--- config.mk ---
export PLATFORM = sky130hd
export DESIGN_NAME = ex_muldiv_stage
export DESIGN_NICKNAME = d
export VERILOG_FILES = /design/src/rtl/ex_muldiv_stage_pkg.sv /design/src/rtl/ex_muldiv_stage_div_iter.sv /design/src/rtl/ex_muldiv_stage.sv
export SDC_FILE = /design/constraint.sdc
export NUM_CORES = 2
export LEC_CHECK = 0
export CORE_MARGIN = 5
export CORE_UTILIZATION = 40
export DETAILED_ROUTE_END_ITERATION = 10
export GPL_ROUTABILITY_DRIVEN = 0
export PLACE_DENSITY = 0.54
export SYNTH_ARGS = -nofsm -noshare
export SYNTH_HDL_FRONTEND = slang
export SYNTH_SLANG_ARGS = --single-unit
--- constraint.sdc ---
create_clock -name clk -period 20 [get_ports clk]
set_input_delay 4 -clock clk [delete_from_list [all_inputs] [get_ports clk]]
set_output_delay 4 -clock clk [all_outputs]
set_load 0.01 [all_outputs]
--- src/rtl/ex_muldiv_stage_pkg.sv ---
// Shared definitions for the EX stage: ALU opcode encodings and divider FSM states.
package ex_muldiv_stage_pkg;

    localparam logic [4:0] ALU_NOP   = 5'h00;
    localparam logic [4:0] ALU_AND   = 5'h01;
    localparam logic [4:0] ALU_OR    = 5'h02;
    localparam logic [4:0] ALU_XOR   = 5'h03;
    localparam logic [4:0] ALU_NOR   = 5'h04;
    localparam logic [4:0] ALU_ADD   = 5'h05;
    localparam logic [4:0] ALU_SUB   = 5'h06;
    localparam logic [4:0] ALU_SLT   = 5'h07;
    localparam logic [4:0] ALU_SLTU  = 5'h08;
    localparam logic [4:0] ALU_SLL   = 5'h09;
    localparam logic [4:0] ALU_SRL   = 5'h0A;
    localparam logic [4:0] ALU_SRA   = 5'h0B;
    localparam logic [4:0] ALU_MULT  = 5'h0C;
    localparam logic [4:0] ALU_MULTU = 5'h0D;
    localparam logic [4:0] ALU_DIV   = 5'h0E;
    localparam logic [4:0] ALU_DIVU  = 5'h0F;
    localparam logic [4:0] ALU_MFHI  = 5'h10;
    localparam logic [4:0] ALU_MFLO  = 5'h11;
    localparam logic [4:0] ALU_MTHI  = 5'h12;
    localparam logic [4:0] ALU_MTLO  = 5'h13;
    localparam logic [4:0] ALU_ADDU  = 5'h14;
    localparam logic [4:0] ALU_SUBU  = 5'h15;

    typedef enum logic [1:0] {
        DIV_IDLE = 2'd0,
        DIV_RUN  = 2'd1,
        DIV_DONE = 2'd2
    } div_state_e;

endpackage

--- src/rtl/ex_muldiv_stage_div_iter.sv ---
// Iterative restoring radix-2 divider (one quotient bit per cycle) with
// signed fix-up and the divide-by-zero result rule (LO=all ones, HI=dividend).
module div_iter
    import ex_muldiv_stage_pkg::*;
#(
    parameter int WIDTH = 32
) (
    input  logic             clk,
    input  logic             rst,
    input  logic             start_i,
    input  logic             signed_i,
    input  logic [WIDTH-1:0] dividend_i,
    input  logic [WIDTH-1:0] divisor_i,
    output logic             stall_o,
    output logic             idle_o,
    output logic             done_o,
    output logic [WIDTH-1:0] quotient_o,
    output logic [WIDTH-1:0] remainder_o
);

    localparam int CW = $clog2(WIDTH) + 1;

    div_state_e       state_q, state_d;
    logic [CW-1:0]    cnt_q, cnt_d;
    logic [WIDTH-1:0] quot_q, quot_d;
    logic [WIDTH-1:0] rem_q, rem_d;
    logic [WIDTH-1:0] divisor_q, divisor_d;
    logic [WIDTH-1:0] dividend_q, dividend_d;
    logic             negQ_q, negQ_d;
    logic             negR_q, negR_d;
    logic             divZero_q, divZero_d;
    logic [WIDTH:0]   remShift, trial;

    always_ff @(posedge clk) begin
        if (rst) begin
            state_q    <= DIV_IDLE;
            cnt_q      <= '0;
            quot_q     <= '0;
            rem_q      <= '0;
            divisor_q  <= '0;
            dividend_q <= '0;
            negQ_q     <= 1'b0;
            negR_q     <= 1'b0;
            divZero_q  <= 1'b0;
        end else begin
            state_q    <= state_d;
            cnt_q      <= cnt_d;
            quot_q     <= quot_d;
            rem_q      <= rem_d;
            divisor_q  <= divisor_d;
            dividend_q <= dividend_d;
            negQ_q     <= negQ_d;
            negR_q     <= negR_d;
            divZero_q  <= divZero_d;
        end
    end

    // The dividend magnitude is shifted out of quot_q MSB-first while quotient bits shift in.
    always_comb begin
        state_d    = state_q;
        cnt_d      = cnt_q;
        quot_d     = quot_q;
        rem_d      = rem_q;
        divisor_d  = divisor_q;
        dividend_d = dividend_q;
        negQ_d     = negQ_q;
        negR_d     = negR_q;
        divZero_d  = divZero_q;
        stall_o    = 1'b0;
        done_o     = 1'b0;
        remShift   = {rem_q, quot_q[WIDTH-1]};
        trial      = remShift - {1'b0, divisor_q};
        case (state_q)
            DIV_IDLE: begin
                if (start_i) begin
                    stall_o    = 1'b1;
                    state_d    = DIV_RUN;
                    cnt_d      = '0;
                    rem_d      = '0;
                    quot_d     = (signed_i && dividend_i[WIDTH-1]) ? -dividend_i : dividend_i;
                    divisor_d  = (signed_i && divisor_i[WIDTH-1]) ? -divisor_i : divisor_i;
                    dividend_d = dividend_i;
                    negQ_d     = signed_i && (dividend_i[WIDTH-1] ^ divisor_i[WIDTH-1]);
                    negR_d     = signed_i && dividend_i[WIDTH-1];
                    divZero_d  = (divisor_i == '0);
                end
            end
            DIV_RUN: begin
                stall_o = 1'b1;
                rem_d   = trial[WIDTH] ? remShift[WIDTH-1:0] : trial[WIDTH-1:0];
                quot_d  = {quot_q[WIDTH-2:0], ~trial[WIDTH]};
                cnt_d   = cnt_q + 1'b1;
                if (cnt_q == CW'(WIDTH - 1)) begin
                    state_d = DIV_DONE;
                end
            end
            DIV_DONE: begin
                done_o  = 1'b1;
                state_d = DIV_IDLE;
            end
            default: state_d = DIV_IDLE;
        endcase
    end

    assign idle_o      = (state_q == DIV_IDLE);
    assign quotient_o  = divZero_q ? '1 : (negQ_q ? -quot_q : quot_q);
    assign remainder_o = divZero_q ? dividend_q : (negR_q ? -rem_q : rem_q);

endmodule

--- src/rtl/ex_muldiv_stage.sv ---
// MIPS32 EX stage plus EX/MEM register: ALU, shifts, multiply, HI/LO and divider.
// Define EX_OVF_TRAP_EN to add ovf_o and suppress the write on signed ADD/SUB overflow.
module ex_muldiv_stage
    import ex_muldiv_stage_pkg::*;
#(
    parameter int DIV_CYCLES = 32
) (
    input  logic        clk,
    input  logic        rst,
    input  logic [4:0]  ALUop_i,
    input  logic [31:0] oprand1_i,
    input  logic [31:0] oprand2_i,
    input  logic [4:0]  writeAddr_i,
    input  logic        writeEnable_i,
    output logic        stall_req_o,
    output logic [4:0]  writeAddr_o,
    output logic        writeEnable_o,
    output logic [31:0] writeData_o,
    output logic [31:0] hi_o,
    output logic [31:0] lo_o
`ifdef EX_OVF_TRAP_EN
    ,
    output logic        ovf_o
`endif
);

    logic [31:0] hi_q, hi_d, lo_q, lo_d;
    logic [31:0] writeData_q, writeData_d;
    logic [4:0]  writeAddr_q, writeAddr_d;
    logic        writeEnable_q, writeEnable_d;
`ifdef EX_OVF_TRAP_EN
    logic        ovf_q, ovf_d;
`endif

    logic [31:0] sum, diff, divQuot, divRem;
    logic [63:0] mulA, mulB, product;
    logic [4:0]  shamt;
    logic        mulSigned, isDiv, divStall, divIdle, divDone;

    assign shamt     = oprand1_i[4:0];
    assign sum       = oprand1_i + oprand2_i;
    assign diff      = oprand1_i - oprand2_i;
    assign mulSigned = (ALUop_i == ALU_MULT);
    assign mulA      = {{32{mulSigned & oprand1_i[31]}}, oprand1_i};
    assign mulB      = {{32{mulSigned & oprand2_i[31]}}, oprand2_i};
    assign product   = mulA * mulB;
    assign isDiv     = (ALUop_i == ALU_DIV) || (ALUop_i == ALU_DIVU);

    div_iter #(.WIDTH(DIV_CYCLES)) u_div (
        .clk         (clk),
        .rst         (rst),
        .start_i     (isDiv),
        .signed_i    (ALUop_i == ALU_DIV),
        .dividend_i  (oprand1_i),
        .divisor_i   (oprand2_i),
        .stall_o     (divStall),
        .idle_o      (divIdle),
        .done_o      (divDone),
        .quotient_o  (divQuot),
        .remainder_o (divRem)
    );

    always_comb begin
        writeData_d   = '0;
        writeAddr_d   = writeAddr_i;
        writeEnable_d = writeEnable_i;
        hi_d          = hi_q;
        lo_d          = lo_q;
`ifdef EX_OVF_TRAP_EN
        ovf_d         = 1'b0;
`endif
        case (ALUop_i)
            ALU_AND:  writeData_d = oprand1_i & oprand2_i;
            ALU_OR:   writeData_d = oprand1_i | oprand2_i;
            ALU_XOR:  writeData_d = oprand1_i ^ oprand2_i;
            ALU_NOR:  writeData_d = ~(oprand1_i | oprand2_i);
            ALU_ADD, ALU_ADDU: begin
                writeData_d = sum;
`ifdef EX_OVF_TRAP_EN
                ovf_d = (ALUop_i == ALU_ADD) && (oprand1_i[31] == oprand2_i[31])
                        && (sum[31] != oprand1_i[31]);
`endif
            end
            ALU_SUB, ALU_SUBU: begin
                writeData_d = diff;
`ifdef EX_OVF_TRAP_EN
                ovf_d = (ALUop_i == ALU_SUB) && (oprand1_i[31] != oprand2_i[31])
                        && (diff[31] != oprand1_i[31]);
`endif
            end
            ALU_SLT:  writeData_d = {31'd0, $signed(oprand1_i) < $signed(oprand2_i)};
            ALU_SLTU: writeData_d = {31'd0, oprand1_i < oprand2_i};
            ALU_SLL:  writeData_d = oprand2_i << shamt;
            ALU_SRL:  writeData_d = oprand2_i >> shamt;
            ALU_SRA:  writeData_d = $unsigned($signed(oprand2_i) >>> shamt);
            ALU_MFHI: writeData_d = hi_q;
            ALU_MFLO: writeData_d = lo_q;
            ALU_MTHI: begin
                writeEnable_d = 1'b0;
                hi_d          = oprand1_i;
            end
            ALU_MTLO: begin
                writeEnable_d = 1'b0;
                lo_d          = oprand1_i;
            end
            ALU_MULT, ALU_MULTU: begin
                writeEnable_d = 1'b0;
                {hi_d, lo_d}  = product;
            end
            default: writeEnable_d = 1'b0;
        endcase
`ifdef EX_OVF_TRAP_EN
        if (ovf_d) begin
            writeEnable_d = 1'b0;
        end
`endif
        // A divide in flight owns the stage: emit a bubble and ignore whatever ALUop_i shows.
        if (!divIdle || divStall) begin
            writeData_d   = '0;
            writeAddr_d   = '0;
            writeEnable_d = 1'b0;
            hi_d          = hi_q;
            lo_d          = lo_q;
`ifdef EX_OVF_TRAP_EN
            ovf_d         = 1'b0;
`endif
        end
        if (divDone) begin
            hi_d = divRem;
            lo_d = divQuot;
        end
    end

    always_ff @(posedge clk) begin
        if (rst) begin
            hi_q          <= '0;
            lo_q          <= '0;
            writeData_q   <= '0;
            writeAddr_q   <= '0;
            writeEnable_q <= 1'b0;
`ifdef EX_OVF_TRAP_EN
            ovf_q         <= 1'b0;
`endif
        end else begin
            hi_q          <= hi_d;
            lo_q          <= lo_d;
            writeData_q   <= writeData_d;
            writeAddr_q   <= writeAddr_d;
            writeEnable_q <= writeEnable_d;
`ifdef EX_OVF_TRAP_EN
            ovf_q         <= ovf_d;
`endif
        end
    end

    assign stall_req_o   = divStall;
    assign writeData_o   = writeData_q;
    assign writeAddr_o   = writeAddr_q;
    assign writeEnable_o = writeEnable_q;
    assign hi_o          = hi_q;
    assign lo_o          = lo_q;
`ifdef EX_OVF_TRAP_EN
    assign ovf_o         = ovf_q;
`endif

endmodule

==> results.cfg <==
[worst_setup_path]
r2r-end = u_div.rem_q[10]$_SDFFE_PP0P_
cp-start-kind = input pin
r2r_cells = 14
end_kind = flip-flop
crit_buf_inv = 8
reg2reg_setup_slack_ns = 15.91
slowest_delay_ns = 1.00
reg2reg_from = u_div.quot_q[31]$_SDFFE_PP0P_
cp_slowest_cell = nor3_2
worstPathArrival_ns = 14.72
cp_top_family = adder cells
critPathKind = input pin to flip-flop
required_ns = 20.52
cp_common_cell = fa_1
worstPathMaxFanout = 36

[grt]
track_usage_pct = 33.67
gr-total-overflow = 0
antenna_found_initial = 37
grt_pass1_vias = 55153
grt_pass1_wl_microns = 387500
grt_max_degree = 74

[logic_synthesis]
synthCells = 7332
synth-edff-count = 0
syn-cell-area_sq_um = 59710
async_flop_share_pct = 0
yosysSeqAreaShare_pct = 8.080
syn_area_per_cell_sq_um = 8.144
synth_nets = 8882
synth_cell_type_count = 80
synth_ff_type = dfxtp_1
yosys_warnings = 0
synth_seq_cells = 241

[route]
avgViaCountPerCell = 6.053
wl_per_cell_microns = 29.32
antenna_left = 0
drc = 0
dr.first_iter.drc_count = 7062
first_pass_iters = 10
finalWirelength_microns = 268700
vias = 55467

[layout]
drive_gt1_share_pct = 5.199
final_nets = 8743
area_growth_pct = 7.229
fillers = 14960
final_area_sq_um = 64030

[hold_path]
worstHoldPathType = flip-flop to flip-flop
hold_start = u_div.dividend_q[27]$_SDFFE_PP0P_
hold_end = u_div.dividend_q[27]$_SDFFE_PP0P_
hold_depth = 2

[floorplan]
ios = 180
dieArea_sq_um = 157100
die_w_microns = 396.4
num_rows = 141
core_sq_um = 148000
die_h_microns = 396.4
start_util_pct = 40.34

[clock_network]
postCtsSetupBuffers = 0
cts_resized = 0
clk_pin_slew_ns = 0.07
hold_buffers = 0
cts-buffers-inserted = 27
clock_sink_count = 241
cts_max_path_buffers = 3
htreeDepth = 1
cts_root_buffer = clkbuf_16
clk_latency_ns = 0.61
cts_tree = yes

[outcome]
status = finished, final reports clean

[sta]
rsz0062_at_grt = no
relSlewSlack_pct = 3.906
slew_viol_final = 0
worst_pin_slew_ns = 1.440
period_share_pct = 71.04
hold_viol_final = 0
finalSetupTns_ns = 0
finClkSkew_ns = 0.02597
final.setup.worst_slack_ns = 5.791
period_needed_ns = 14.21
setup_viol = 0
max_freq_mhz = 70.38

[placement]
place_hpwl_microns = 205100
post_dp_cell_area_sq_um = 63090
portBuffers = 179
pre_cts_slack_ns = 5.296

[job]
drv_cap = 0
==> per-stage QoR <==
step	cells	hold WS [ns]	util, %
after detailed placement	9094	0.4445	42.62
final	9163	0.4543	43.26
after CTS	9143	0.4553	43.23
after floorplan	7332	0.4319	-
after global routing	9145	0.4688	43.23
after global placement	9094	0.4391	42.62
==> routing by layer <==
layer / global-route usage (%) / routed length [microns] / up-vias
met5: 0 / 104 / -
met3: 11.61 / 35110 / 864
met1: 42.62 / 99870 / 27994
met4: 19.70 / 20790 / 10
li1: - / - / 23057
met2: 49.91 / 112800 / 3542
==> final cells by class <==
class                   count  area [sq um]  share of cell area, %
diodes                     20         50.05                0.07816
clock buffers              35         745.7                  1.165
clock inverters            14         146.4                 0.2286
inverters                1306          4902                  7.656
multi-input cells        5280         48200                  75.27
flip-flops and latches    241          4826                  7.537
well taps                1930          2415                  3.771
repair buffers            337          2746                  4.289
==> layout by cell type (no fill, tap or decap), drive strengths merged, types with 22 or more instances in the layout <==
master         Yosys  routed
inv             1287    1293
fa              1128    1128
nand2           1093    1093
nor2             681     681
a21oi            408     408
ha               345     345
o21ai            254     254
dfxtp            241     241
buf              105     207
xnor2            161     161
clkdlybuf4s50      0     130
nand3             73      73
a21o              69      69
a22oi             59      59
a211oi            59      59
nor3              59      59
xor2              55      55
mux4              52      52
a31oi             51      51
o31ai             51      51
nand4             50      50
mux2i             49      49
nor4              45      45
o211ai            41      41
a221oi            40      40
clkbuf           400      35
or3               34      34
nand2b            29      29
nor2b             28      28
o22ai             24      24
o221ai            24      24
clkinv            19      23
and2              22      22
and3              22      22
==> cells in the mapped netlist, types with 20 or more instances <==
cell type / n / share of area, %
nor2_1: 681 / 4.3
and2_1: 22 / 0.23
mux4_2: 52 / 2.0
buf_1: 99 / 0.62
nand2_1: 1093 / 6.9
o21ai_0: 253 / 2.1
fa_1: 1128 / 38
o31ai_1: 50 / 0.63
o21bai_1: 20 / 0.25
nand4_1: 50 / 0.52
a31oi_1: 51 / 0.53
dfxtp_1: 241 / 8.1
or3_1: 32 / 0.34
mux2i_1: 49 / 0.82
o211ai_1: 41 / 0.52
a21o_1: 69 / 0.87
inv_1: 1279 / 8.0
o221ai_1: 24 / 0.35
a22oi_1: 59 / 0.74
nor4_1: 45 / 0.47
a221oi_1: 40 / 0.59
a211oi_1: 59 / 0.74
xor2_1: 55 / 0.81
nand2b_1: 29 / 0.30
a21oi_1: 408 / 3.4
xnor2_1: 161 / 2.4
nor2b_1: 28 / 0.29
and3_1: 22 / 0.23
ha_1: 345 / 7.2
o22ai_1: 24 / 0.25
nor3_1: 59 / 0.49
nand3_1: 73 / 0.61
clkbuf_1: 399 / 2.5
==> how the worst max path moves through the flow <==
stage | end | cells past startpoint | slack, ns | from
detailed placement | hi_o[31]$_SDFFE_PP0P_ | 31 | 5.30 | ALUop_i[3]
global placement | hi_o[31]$_SDFFE_PP0P_ | 31 | 5.47 | ALUop_i[2]
finish | hi_o[31]$_SDFFE_PP0P_ | 31 | 5.79 | ALUop_i[2]
floorplan | hi_o[31]$_SDFFE_PP0P_ | 35 | 7.18 | ALUop_i[2]
CTS | hi_o[31]$_SDFFE_PP0P_ | 31 | 5.92 | ALUop_i[3]
global route | hi_o[31]$_SDFFE_PP0P_ | 31 | 5.13 | ALUop_i[3]
==> logic make-up (layout without fill, tap and decap cells) <==
| group | count (synthesis) | after routing | synth area share, % |
|---|---|---|---|
| and+or+nand+nor | 2189 | 2189 | 15.40 |
| other | 0 | 20 | 0 |
| buffers and inverters | 1811 | 1692 | 11.40 |
| AOI/OAI and AO/OA | 1288 | 1288 | 13.88 |
| DFF | 241 | 241 | 8.080 |
| xor gates and xnor gates | 216 | 216 | 3.168 |
| adders and majority gates | 1473 | 1473 | 45.05 |
| muxes | 114 | 114 | 3.028 |
==> sequential cells by signal (all words and copies together) (netlist names), 2 cells and up <==
signal,cells
hi_o,32
lo_o,32
u_div.dividend_q,32
u_div.divisor_q,32
u_div.quot_q,32
u_div.rem_q,32
writeData_o,32
u_div.cnt_q,6
writeAddr_o,5
u_div.state_q,2
==> worst min-delay path: cells and delay by family, from the launching register on <==
kind	cells	cell delay (ns)
AND/OR/NAND/NOR	1	0.05
AO/OA/AOI/OAI	1	0.05
flip-flops	1	0.31
Power is left out: the tool's default activity adds up to more than one toggle a clock period on the data nets, which glitch-free logic cannot reach.
